**src/rtl/cmp_result_monitor.sv**
```systemverilog
// rtl/cmp_result_monitor.sv - registered checker for 8-bit magnitude comparator flags
//
// Consumer stage directly downstream of the comparator. It registers the
// comparator flags and the operands. It checks that the flags are one-hot,
// tracks how long an identical result repeats, and raises an alarm once
// A>B has persisted long enough.
//
// Optional feature: define CMP_STATS_EN to add per-result sample counters
// and their clear input.
//
// Ports:
//   CLK        clock, rising edge
//   RST        synchronous active-high reset
//   in_valid   comparator flags/operands valid this cycle
//   A, B       operands as seen by the comparator
//   AiB/AeB/AsB comparator flags (A>B, A=B, A<B)
//   out_valid  registered in_valid
//   res_code   00 none/illegal, 01 GT, 10 EQ, 11 LT
//   win_val    larger operand of the last legal sample
//   run_len    consecutive identical legal results, saturating
//   alarm      high while the persistence FSM is in ALARM
//   err_pulse  one-cycle pulse on an illegal flag combination
//   err_sticky latched illegal-flag indication, cleared only by RST
//   stats_clr, gt_cnt, eq_cnt, lt_cnt  (CMP_STATS_EN only) result counters

module cmp_result_monitor #(
  parameter int PERSIST = 4,
  parameter int CLEAR   = 2,
  parameter int RUN_W   = 8
) (
  input  logic             CLK,
  input  logic             RST,
  input  logic             in_valid,
  input  logic [7:0]       A,
  input  logic [7:0]       B,
  input  logic             AiB,
  input  logic             AeB,
  input  logic             AsB,
  output logic             out_valid,
  output logic [1:0]       res_code,
  output logic [7:0]       win_val,
  output logic [RUN_W-1:0] run_len,
  output logic             alarm,
  output logic             err_pulse,
  output logic             err_sticky
`ifdef CMP_STATS_EN
  ,
  input  logic             stats_clr,
  output logic [15:0]      gt_cnt,
  output logic [15:0]      eq_cnt,
  output logic [15:0]      lt_cnt
`endif
);

  localparam logic [RUN_W-1:0] RUN_ONE = RUN_W'(1);
  localparam logic [RUN_W-1:0] RUN_MAX = '1;

  typedef enum logic [1:0] {IDLE, ARMED, ALRM} state_t;

  state_t     state, state_d;
  logic [3:0] pc, pc_d, cc, cc_d;
  logic       legal, is_gt, is_lt, sample_ok;
  logic [1:0] code;
  logic [1:0] last_code;

  // Flag decode: only exact one-hot patterns are legal results.
  always_comb begin
    legal = 1'b0;
    code  = 2'b00;
    case ({AiB, AeB, AsB})
      3'b100:  begin legal = 1'b1; code = 2'b01; end
      3'b010:  begin legal = 1'b1; code = 2'b10; end
      3'b001:  begin legal = 1'b1; code = 2'b11; end
      default: begin legal = 1'b0; code = 2'b00; end
    endcase
    is_gt     = (code == 2'b01);
    is_lt     = (code == 2'b11);
    sample_ok = in_valid && legal;
  end

  // FSM state register
  always_ff @(posedge CLK) begin
    if (RST) begin
      state <= IDLE;
      pc    <= 4'd0;
      cc    <= 4'd0;
    end else begin
      state <= state_d;
      pc    <= pc_d;
      cc    <= cc_d;
    end
  end

  // FSM next state: illegal or idle cycles leave state and counters untouched.
  always_comb begin
    state_d = state;
    pc_d    = pc;
    cc_d    = cc;
    if (sample_ok) begin
      case (state)
        IDLE: begin
          if (is_gt) begin
            pc_d    = 4'd1;
            state_d = (PERSIST == 1) ? ALRM : ARMED;
          end
        end
        ARMED: begin
          if (is_gt) begin
            pc_d = pc + 4'd1;
            if (pc + 4'd1 == 4'(PERSIST)) state_d = ALRM;
          end else begin
            pc_d    = 4'd0;
            state_d = IDLE;
          end
        end
        ALRM: begin
          if (is_gt) begin
            cc_d = 4'd0;
          end else if (cc + 4'd1 == 4'(CLEAR)) begin
            cc_d    = 4'd0;
            pc_d    = 4'd0;
            state_d = IDLE;
          end else begin
            cc_d = cc + 4'd1;
          end
        end
        default: state_d = IDLE;
      endcase
    end
  end

  // FSM outputs: alarm follows the registered state, so it changes on the
  // same edge as the transition.
  always_comb begin
    alarm = (state == ALRM);
  end

  // Result datapath. last_code resets to 00, which never matches a legal
  // code, so the first legal sample after reset always starts a new run.
  always_ff @(posedge CLK) begin
    if (RST) begin
      out_valid  <= 1'b0;
      res_code   <= 2'b00;
      win_val    <= 8'h00;
      run_len    <= '0;
      err_pulse  <= 1'b0;
      err_sticky <= 1'b0;
      last_code  <= 2'b00;
    end else begin
      out_valid <= in_valid;
      err_pulse <= in_valid && !legal;
      if (in_valid) begin
        if (legal) begin
          res_code  <= code;
          win_val   <= is_lt ? B : A;
          last_code <= code;
          if (code != last_code) begin
            run_len <= RUN_ONE;
          end else if (run_len != RUN_MAX) begin
            run_len <= run_len + RUN_ONE;
          end
        end else begin
          res_code   <= 2'b00;
          err_sticky <= 1'b1;
        end
      end
    end
  end

`ifdef CMP_STATS_EN
  // A clear wins over a sample arriving in the same cycle.
  always_ff @(posedge CLK) begin
    if (RST || stats_clr) begin
      gt_cnt <= 16'd0;
      eq_cnt <= 16'd0;
      lt_cnt <= 16'd0;
    end else if (sample_ok) begin
      case (code)
        2'b01:   if (gt_cnt != 16'hFFFF) gt_cnt <= gt_cnt + 16'd1;
        2'b10:   if (eq_cnt != 16'hFFFF) eq_cnt <= eq_cnt + 16'd1;
        2'b11:   if (lt_cnt != 16'hFFFF) lt_cnt <= lt_cnt + 16'd1;
        default: ;
      endcase
    end
  end
`endif

endmodule

```
**config.mk**
```make
export PLATFORM = sky130hd
export DESIGN_NAME = cmp_result_monitor
export DESIGN_NICKNAME = d
export VERILOG_FILES = /design/src/rtl/cmp_result_monitor.sv
export SDC_FILE = /design/constraint.sdc
export NUM_CORES = 1
export LEC_CHECK = 0
export CAP_MARGIN = 20
export CORE_ASPECT_RATIO = 1.25
export CORE_MARGIN = 4
export CORE_UTILIZATION = 27
export CTS_CLUSTER_DIAMETER = 40
export DETAILED_ROUTE_END_ITERATION = 10
export MAX_ROUTING_LAYER = met4
export PLACE_DENSITY_LB_ADDON = 0.05
export SETUP_SLACK_MARGIN = 0.2
export SLEW_MARGIN = 20
export SYNTH_ARGS = -nofsm -noshare
export SYNTH_HDL_FRONTEND = slang
export SYNTH_SLANG_ARGS = --single-unit
```
**constraint.sdc**
```tcl
create_clock -name CLK -period 5.5 [get_ports CLK]
set_clock_uncertainty 0.2 [all_clocks]
set_input_delay 1.375 -clock CLK [delete_from_list [all_inputs] [get_ports CLK]]
set_output_delay 1.375 -clock CLK [all_outputs]
set_load 0.01 [all_outputs]
```
# Word level (Yosys, flattened, before mapping)
# Cells that the tools add are included.
classes:
  add_sub_neg: 3
  n_eq_ne: 15
  mux: 19
  bitwise_logic: 1
  n_reduce_logical: 13
op_table:
  columns: ["op", "count"]
  rows:
  - ["$mux W4", 6]
  - ["$mux W8", 3]
  - ["$mux W2", 6]
  - ["$pmux W2 S3", 2]
  - ["$pmux W4 S3", 1]
  - ["$reduce_and A5 Y1", 2]
  - ["$add A4 B1 Y4 const B", 2]
  - ["$add A8 B1 Y8 const B", 1]
  - ["$ne A8 B8 Y1 const B", 1]
  - ["$reduce_and A2 Y1", 3]
  - ["$eq A2 B1 Y1 const B", 2]
  - ["$eq A2 B2 Y1 const B", 2]
  - ["$eq A4 B2 Y1 const B", 1]
  - ["$eq A4 B3 Y1 const B", 1]
  - ["$ne A2 B2 Y1 const B", 2]
  - ["$eq A3 B1 Y1 const B", 1]
  - ["$eq A3 B2 Y1 const B", 1]
  - ["$eq A3 B3 Y1 const B", 1]
  - ["$ne A3 B3 Y1 const B", 1]
  - ["$reduce_and A3 Y1", 1]
  - ["$reduce_bool A3 Y1", 1]
  - ["$reduce_or A3 Y1", 1]
  - ["$logic_and A1 B1 Y1", 2]
  - ["$logic_not A2 Y1", 1]
  - ["6 further kinds", 6]
totals:
  regBits: 33

# Depth between registers and ports, before layout
# Gate-level depths: netlist of the first run.
depth:
  word_depth: 5
  mapped_depth: 8
  depth_no_buf: 8

# Least setup slack after synthesis of the first run
# Ideal clock, no wire load.
synth_path:
  kind: "input port to flip-flop"
  start: "in in_valid"
  end: "reg pc[2]"
  setup_time_ps: 71
  t_arrival_ps: 2738
  t_required_ps: 5229
  slack_ps: 2491
  path_stages: 6
  n_path_buf: 1
  path_cell_list: "clkbuf_1 > o211a_1 > and4_1 > a21oi_2 > or4_1 > a21oi_1"
synth_via:
  elab_chain_len: 2
synth_rtl:
  columns: ["item", "line", "rtl"]
  rows:
  - ["start, declared", "33", "input logic in_valid,"]
  - ["$logic_and A1 B1 Y1", "78", "sample_ok = in_valid && legal;"]
  - ["$reduce_and A5 Y1 (no line)", null, null]
  - ["end signal, assigned", "89", "pc <= pc_d;"]
  - ["end, declared", "61", "logic [3:0] pc, pc_d, cc, cc_d;"]
# Every way passes these cells.
# A chain may end at the register's enable or synchronous reset.

# Worst setup path in the final report of the first run
layout_path:
  start: "in AiB"
  end: "reg pc[2]"
layout_via:
  elab_chain_len: 5
  word_cells_on_any_way: 13
  cone_classes: "eq/ne: 6; mux: 4; reduce/logical: 3"
layout_rtl:
  columns: ["item", "line", "rtl"]
  rows:
  - ["start, declared", "36", "input logic AiB,"]
  - ["$eq A3 B1 Y1, or another cell as far along", "70", "case ({AiB, AeB, AsB})"]
  - ["$pmux W2 S3 or $reduce_or A3 Y1 (tied branches)", null, null]
  - ["$eq A2 B1 Y1 or $mux W1 (tied branches)", "76, 70", null]
  - ["$ne A2 B2 Y1 (no line), or another cell as far along", null, null]
  - ["$reduce_and A5 Y1 (no line) or $pmux W4 S3 (tied branches)", null, null]
# Parallel ways exist; a longest one is shown, timed or not.

==> metrics.cfg, run 1 <==
[cts]
hold_buffers = 0
tritoncts = built
cts_setup_buffers = 0
clock_insertion_delay_worst_skew_ns = 0.28
cts-root-to-sink-buffers = 2
cts_buffers = 5
post_cts.resized_instances = 0
clock-root-buffer = sky130_fd_sc_hd__clkbuf_8
path_clk_slew_ns = 0.07
cts_sinks = 33
h-tree-depth = 2

[final_layout]
num-nets-final = 296
final_layout_size_suffix_gt1_frac = 0.0524
syn2layout_area_growth_pct = 34.1
mostFrequentLayoutCells = sky130_fd_sc_hd__clkdlybuf4s50_1, sky130_fd_sc_hd__dfxtp_1, sky130_fd_sc_hd__nor2_1
final_util = 0.371
antenna_cells_inserted = 0
fin_cells = 354
layout_commonest_cell = sky130_fd_sc_hd__clkdlybuf4s50_1

[detailed_routing]
post_detailed_route_wirelength_per_cell_um = 13.0
detail_route.wirelength_um = 4610
drt_first_pass_iters = 4
final_antenna_net_count = 0
dr.first_iter.drc_count = 82
drc = 0
vias = 1706
drt-vias-per-instance = 4.82

[sta]
transition_time_of_the_tightest_slew_check_pin_ns = 0.682
hold_slack_final_ns = 0.263
rsz_0062_raised_after_global_routing = false
finalSetupViolCount = 0
final_hold_viol_count = 0
max_slew_headroom = 0.545
finalSetupTns_ns = 0
final_period_minus_worst_setup_slack_ns = 3.79
max_freq_mhz = 264
period_share = 0.690
drv_slew = 0

[critical_path]
path_cells = clkdlybuf4s50_1 -> xor2_1 -> o211a_1 -> buf_4 -> and4_1 -> a21oi_2 -> or4_1 -> a21oi_1
crit_path_max_fanout = 31
crit_path_end_kind = flip-flop
critPathBufInv = 2
start_to_end_type_of_the_worst_setup_path = in -> reg
critPathMaxStageDelay_ns = 0.72
critical_path_arrival_ns = 3.81
kind_of_cell_with_the_highest_combined_delay_on_the_critical_path = buffers and inverters
crit_path_start_kind = input pin
critical_path.slowest_cell = sky130_fd_sc_hd__clkdlybuf4s50_1
timing.critical_path.required_ns = 5.52

[floorplan]
core_area_mm2 = 0.00652
die_h_um = 99.5
io_pins = 44
row_count = 33
initial_cell_density_of_the_core = 0.277
fp.dieW_um = 81.2
dieArea_mm2 = 0.00807

[synth]
synth.distinct_cells = 37
post_synth_main_area_contributors = sky130_fd_sc_hd__dfxtp_1, sky130_fd_sc_hd__mux2i_1, sky130_fd_sc_hd__ha_1, sky130_fd_sc_hd__a211oi_1, sky130_fd_sc_hd__a21oi_1
synthDominantCellAreaShare = 0.366
most_area_hungry_cell_type_in_the_yosys_netlist = sky130_fd_sc_hd__dfxtp_1
ys_ff_latch = 33
post_synth_instance_area_mm2 = 0.00181
synth_area_per_cell_um2 = 8.03
syn_nets = 255
synth_seq_area_share = 0.366
yosys_warnings = 0
postSynthCellCount = 225

[grt]
antenna_found_initial = 0
grt_use_total = 0.126
grt_start_max_net_pins = 32
via_count_of_the_first_global_routing_pass = 1633
grt.overflow.total = 0
grt_pass1_wl_um = 7730

[pwr]
finalPower_mw = 0.543
power_leakage_nw = 0.876
vdd.ir_drop.worst_mv = 0.114
p_per_area_mw_per_mm2 = 224

[placed_design]
place.gp.congestion = 0.757
numPlacedInstances = 346
post_dp_hpwl_um = 3290
portBuffers = 43

[run_status]
status = completed

[min_path]
hold_class = reg -> reg

[job]
max-cap-violations = 0

==> report_power, final <==
part	switching [mW]	internal, mW
clock network	0.0923	0.113
registers	0.00639	0.248
logic	0.0404	0.0428
total	0.139	0.404
==> layout make-up <==
class,instances,area (um^2)
clock buffer,7,96.3
clock inverter,1,5.00
fill,745,4100
inverter,10,37.5
multi-input combinational,169,1050
sequential,33,661
tap,87,109
timing repair buffer,47,460
==> cells in the mapped netlist <==
cell type	n
sky130_fd_sc_hd__a211oi_1	13
sky130_fd_sc_hd__a21o_1	2
sky130_fd_sc_hd__a21oi_1	18
sky130_fd_sc_hd__a21oi_2	1
sky130_fd_sc_hd__a221oi_1	1
sky130_fd_sc_hd__a311oi_1	1
sky130_fd_sc_hd__a31oi_1	2
sky130_fd_sc_hd__a41oi_1	2
sky130_fd_sc_hd__and2_1	3
sky130_fd_sc_hd__and3_1	4
sky130_fd_sc_hd__and4_1	2
sky130_fd_sc_hd__buf_1	1
sky130_fd_sc_hd__buf_2	5
sky130_fd_sc_hd__clkbuf_1	7
sky130_fd_sc_hd__dfxtp_1	33
sky130_fd_sc_hd__ha_1	8
sky130_fd_sc_hd__inv_1	10
sky130_fd_sc_hd__mux2i_1	11
sky130_fd_sc_hd__nand2_1	20
sky130_fd_sc_hd__nand2b_1	2
sky130_fd_sc_hd__nand3_1	11
sky130_fd_sc_hd__nand3b_1	1
sky130_fd_sc_hd__nand4_1	2
sky130_fd_sc_hd__nor2_1	24
sky130_fd_sc_hd__nor2b_1	2
sky130_fd_sc_hd__nor3_1	3
sky130_fd_sc_hd__nor3b_1	3
sky130_fd_sc_hd__nor4_1	4
sky130_fd_sc_hd__o211a_1	2
sky130_fd_sc_hd__o211ai_1	1
sky130_fd_sc_hd__o21ai_0	15
sky130_fd_sc_hd__o22ai_1	2
sky130_fd_sc_hd__o32ai_2	1
sky130_fd_sc_hd__or3_1	2
sky130_fd_sc_hd__or4_1	2
sky130_fd_sc_hd__or4b_1	1
sky130_fd_sc_hd__xor2_1	3
==> state kept, by name, summed over array words and instances, names as in the netlist <==
| register | cells |
|---|---|
| err_pulse | 1 |
| state | 2 |
| res_code | 2 |
| err_sticky | 1 |
| cc | 4 |
| run_len | 8 |
| pc | 4 |
| out_valid | 1 |
| win_val | 8 |
| last_code | 2 |
==> cells by family after synthesis <==
logic type,after synthesis,synth area share
mux,11,0.0609
fa+ha+maj,8,0.0554
flops,33,0.366
buf+inv,23,0.0512
simple gates,86,0.236
xor+xnor,3,0.0145
compound gates,61,0.216
==> per-layer routing <==
| layer | routed length [um] | vias up | global-route usage |
|---|---|---|---|
| met5 | 0 | - | - |
| met4 | 16 | 0 | 0.0416 |
| met3 | 259 | 2 | 0.0399 |
| met2 | 2120 | 45 | 0.187 |
| met1 | 2220 | 762 | 0.161 |
| li1 | - | 897 | - |
==> through the flow <==
step / instance area, um^2 / setup slack [ns]
final: 2420 / 1.71
after global routing: 2420 / 1.53
after CTS: 2420 / 1.73
after detailed placement: 2320 / 1.44
after global placement: 2320 / 1.47
after floorplan: 1810 / 2.49
==> final timing paths <==
kind	endpoint	cells after the start	slack, ns	start
worst max-delay path	pc[2]	8	1.71	AiB
worst min-delay path	err_sticky	1	0.26	err_sticky
worst max register to register	pc[2]	7	3.23	cc[0]
worst min register to register	err_sticky	1	0.26	err_sticky
No activity file was read; power rests on OpenSTA's default activity.
==> run 2: changes to the inputs <==
==> constraint.sdc (replaced) <==
create_clock -name CLK -period 3.6 [get_ports CLK]
set_clock_uncertainty 0.2 [all_clocks]
set_input_delay 0.9 -clock CLK [delete_from_list [all_inputs] [get_ports CLK]]
set_output_delay 0.9 -clock CLK [all_outputs]
set_load 0.01 [all_outputs]
==> run 2 against run 1 <==
Final area grew 1.1%. Sequential power grew 53%. Global-route usage grew 0.34 points. Final cell count grew 1.7%. Register-to-register slack lost 2.0 ns. Via count grew 3.2%. Die area is the same. Non-clock buffer count grew 6. Clock power grew 32%.
==> metrics.cfg, run 2 (synthesis results as in run 1) <==
[grt]
grt.overflow.total = 0  ; unchanged
grt_use_total = 0.129  ; was 0.126
groute.layer.met1.usage = 0.160  ; was 0.161
grt_use_met2 = 0.202  ; was 0.187
gr-usage-met3 = 0.0317  ; was 0.0399
antenna_found_initial = 0  ; unchanged
grt_most_used_layer = met2  ; unchanged
grt_pass1_wl_um = 7980  ; was 7730 um
via_count_of_the_first_global_routing_pass = 1708  ; was 1633
grt_start_max_net_pins = 26  ; was 32

[pwr]
vdd.ir_drop.worst_mv = 0.120  ; was 0.114 mV
power_leakage_nw = 0.896  ; was 0.876 nW
p_per_area_mw_per_mm2 = 325  ; was 224 mW/mm^2

[sta]
final_period_minus_worst_setup_slack_ns = 3.02
finalSetupTns_ns = 0  ; unchanged
period_share = 0.838
drv_slew = 0  ; unchanged
timing.final.ws_setup_ns = 0.582  ; was 1.71 ns
finalSetupViolCount = 0  ; unchanged
final_hold_viol_count = 0  ; unchanged
rsz_0062_raised_after_global_routing = false  ; unchanged
max_slew_headroom = 0.747  ; was 0.545
transition_time_of_the_tightest_slew_check_pin_ns = 0.377  ; was 0.682 ns
max_freq_mhz = 331

[placed_design]
portBuffers = 43  ; unchanged
numPlacedInstances = 352  ; was 346
place_worst_setup_slack_ns = 0.301  ; was 1.44 ns
place.gp.congestion = 0.811  ; was 0.757
post_dp_hpwl_um = 3400  ; was 3290 um

[min_path]
hold_class = reg -> reg  ; unchanged

[final_layout]
num-nets-final = 302  ; was 296
fin_cells = 360  ; was 354
syn2layout_area_growth_pct = 35.5  ; was 34.1%
top_regs = run_len: 8 flops, win_val: 8 flops  ; unchanged
final_layout_size_suffix_gt1_frac = 0.0696  ; was 0.0524
layout_commonest_cell = sky130_fd_sc_hd__clkdlybuf4s50_1  ; unchanged
antenna_cells_inserted = 0  ; unchanged
mostFrequentLayoutCells = sky130_fd_sc_hd__clkdlybuf4s50_1, sky130_fd_sc_hd__dfxtp_1, sky130_fd_sc_hd__nor2_1  ; unchanged

[critical_path]
crit_path_end_kind = flip-flop  ; unchanged
crit_path_max_fanout = 9  ; was 31
kind_of_cell_with_the_highest_combined_delay_on_the_critical_path = simple AND/OR/NAND/NOR gates  ; was buffers and inverters
critPathBufInv = 1  ; was 2
critPathMaxStageDelay_ns = 0.64  ; was 0.72 ns
crit_path_start_kind = input pin  ; unchanged
critical_path.slowest_cell = sky130_fd_sc_hd__clkdlybuf4s50_1  ; unchanged
critical_path_arrival_ns = 3.03  ; was 3.81 ns
timing.critical_path.required_ns = 3.61  ; was 5.52 ns
path_cells = clkdlybuf4s50_1 -> xor2_1 -> o211a_1 -> and4_1 -> a21oi_2 -> or4_1 -> a21oi_1  ; was clkdlybuf4s50_1 -> xor2_1 -> o211a_1 -> buf_4 -> and4_1 -> a21oi_2 -> or4_1 -> a21oi_1
start_to_end_type_of_the_worst_setup_path = in -> reg  ; unchanged

[detailed_routing]
detail_route.wirelength_um = 4610  ; about the same
drt-vias-per-instance = 4.89  ; was 4.82
vias = 1760  ; was 1706
drt_first_pass_iters = 4  ; unchanged
post_detailed_route_wirelength_per_cell_um = 12.8  ; was 13.0 um
drc = 0  ; unchanged
final_antenna_net_count = 0  ; unchanged
dr.first_iter.drc_count = 106  ; was 82

[cts]
cts_setup_buffers = 0  ; unchanged
tritoncts = built  ; unchanged
h-tree-depth = 2  ; unchanged
cts_buffers = 5  ; unchanged
path_clk_slew_ns = 0.07  ; about the same
hold_buffers = 0  ; unchanged
clock_insertion_delay_worst_skew_ns = 0.28  ; about the same
cts-root-to-sink-buffers = 2  ; unchanged
clock-root-buffer = sky130_fd_sc_hd__clkbuf_8  ; unchanged
cts_sinks = 33  ; unchanged
post_cts.resized_instances = 0  ; unchanged

[floorplan]
fp.dieW_um = 81.2  ; unchanged
row_count = 33  ; unchanged
dieArea_mm2 = 0.00807  ; unchanged
die_h_um = 99.5  ; unchanged
initial_cell_density_of_the_core = 0.277  ; unchanged
core_area_mm2 = 0.00652  ; unchanged
io_pins = 44  ; unchanged

[job]
max-cap-violations = 0  ; unchanged

[run_status]
status = completed  ; unchanged

## run 2: layout make-up
class	instances	area (um^2)
clock inverters	2	10.0
clock buffers	6	72.6
well taps	87	109
multi-input cells	169	1050
flip-flops and latches	33	661
fillers	734	4080
inverters	10	37.5
repair buffers	53	505
## run 2: power by group
group          switching, mW  total [mW]  internal [mW]
logic                 0.0636       0.135         0.0711
clock network          0.138       0.272          0.134
registers            0.00939       0.388          0.379
total                  0.211       0.795          0.584
## run 2: metrics by stage
step	area (um^2)	utilization	hold WS, ns	total power [mW]
finish	2450	0.375	0.265	0.795
global route	2450	0.375	0.296	0.841
CTS	2450	0.375	0.271	0.814
detailed placement	2370	0.363	0.253	0.533
global placement	2370	0.363	0.245	0.534
floorplan	1810	-	0.252	0.462
## run 2: layer usage
metal	vias to the layer above	wire (um)
li1	904	-
met1	800	2120
met2	54	2190
met3	2	275
met4	0	29
met5	-	0
## run 2: worst reg2reg max path: stages, from the launching register on
cell and delay (ns):
sky130_fd_sc_hd__dfxtp_1 0.43, sky130_fd_sc_hd__ha_1 0.27, sky130_fd_sc_hd__and2_1 0.15, sky130_fd_sc_hd__a21oi_1 0.07
sky130_fd_sc_hd__o32ai_2 0.32, sky130_fd_sc_hd__a21oi_1 0.17, sky130_fd_sc_hd__or3_1 0.38, sky130_fd_sc_hd__a221oi_1 0.27
## run 2: path summary, 6_finish.rpt
path	from	end	slack [ns]	cells past startpoint
worst min register to register	err_sticky	err_sticky	0.26	1
worst max-delay path	AiB	pc[2]	0.58	7
worst min-delay path	err_sticky	err_sticky	0.26	1
worst max register to register	cc[0]	state[1]	1.24	7
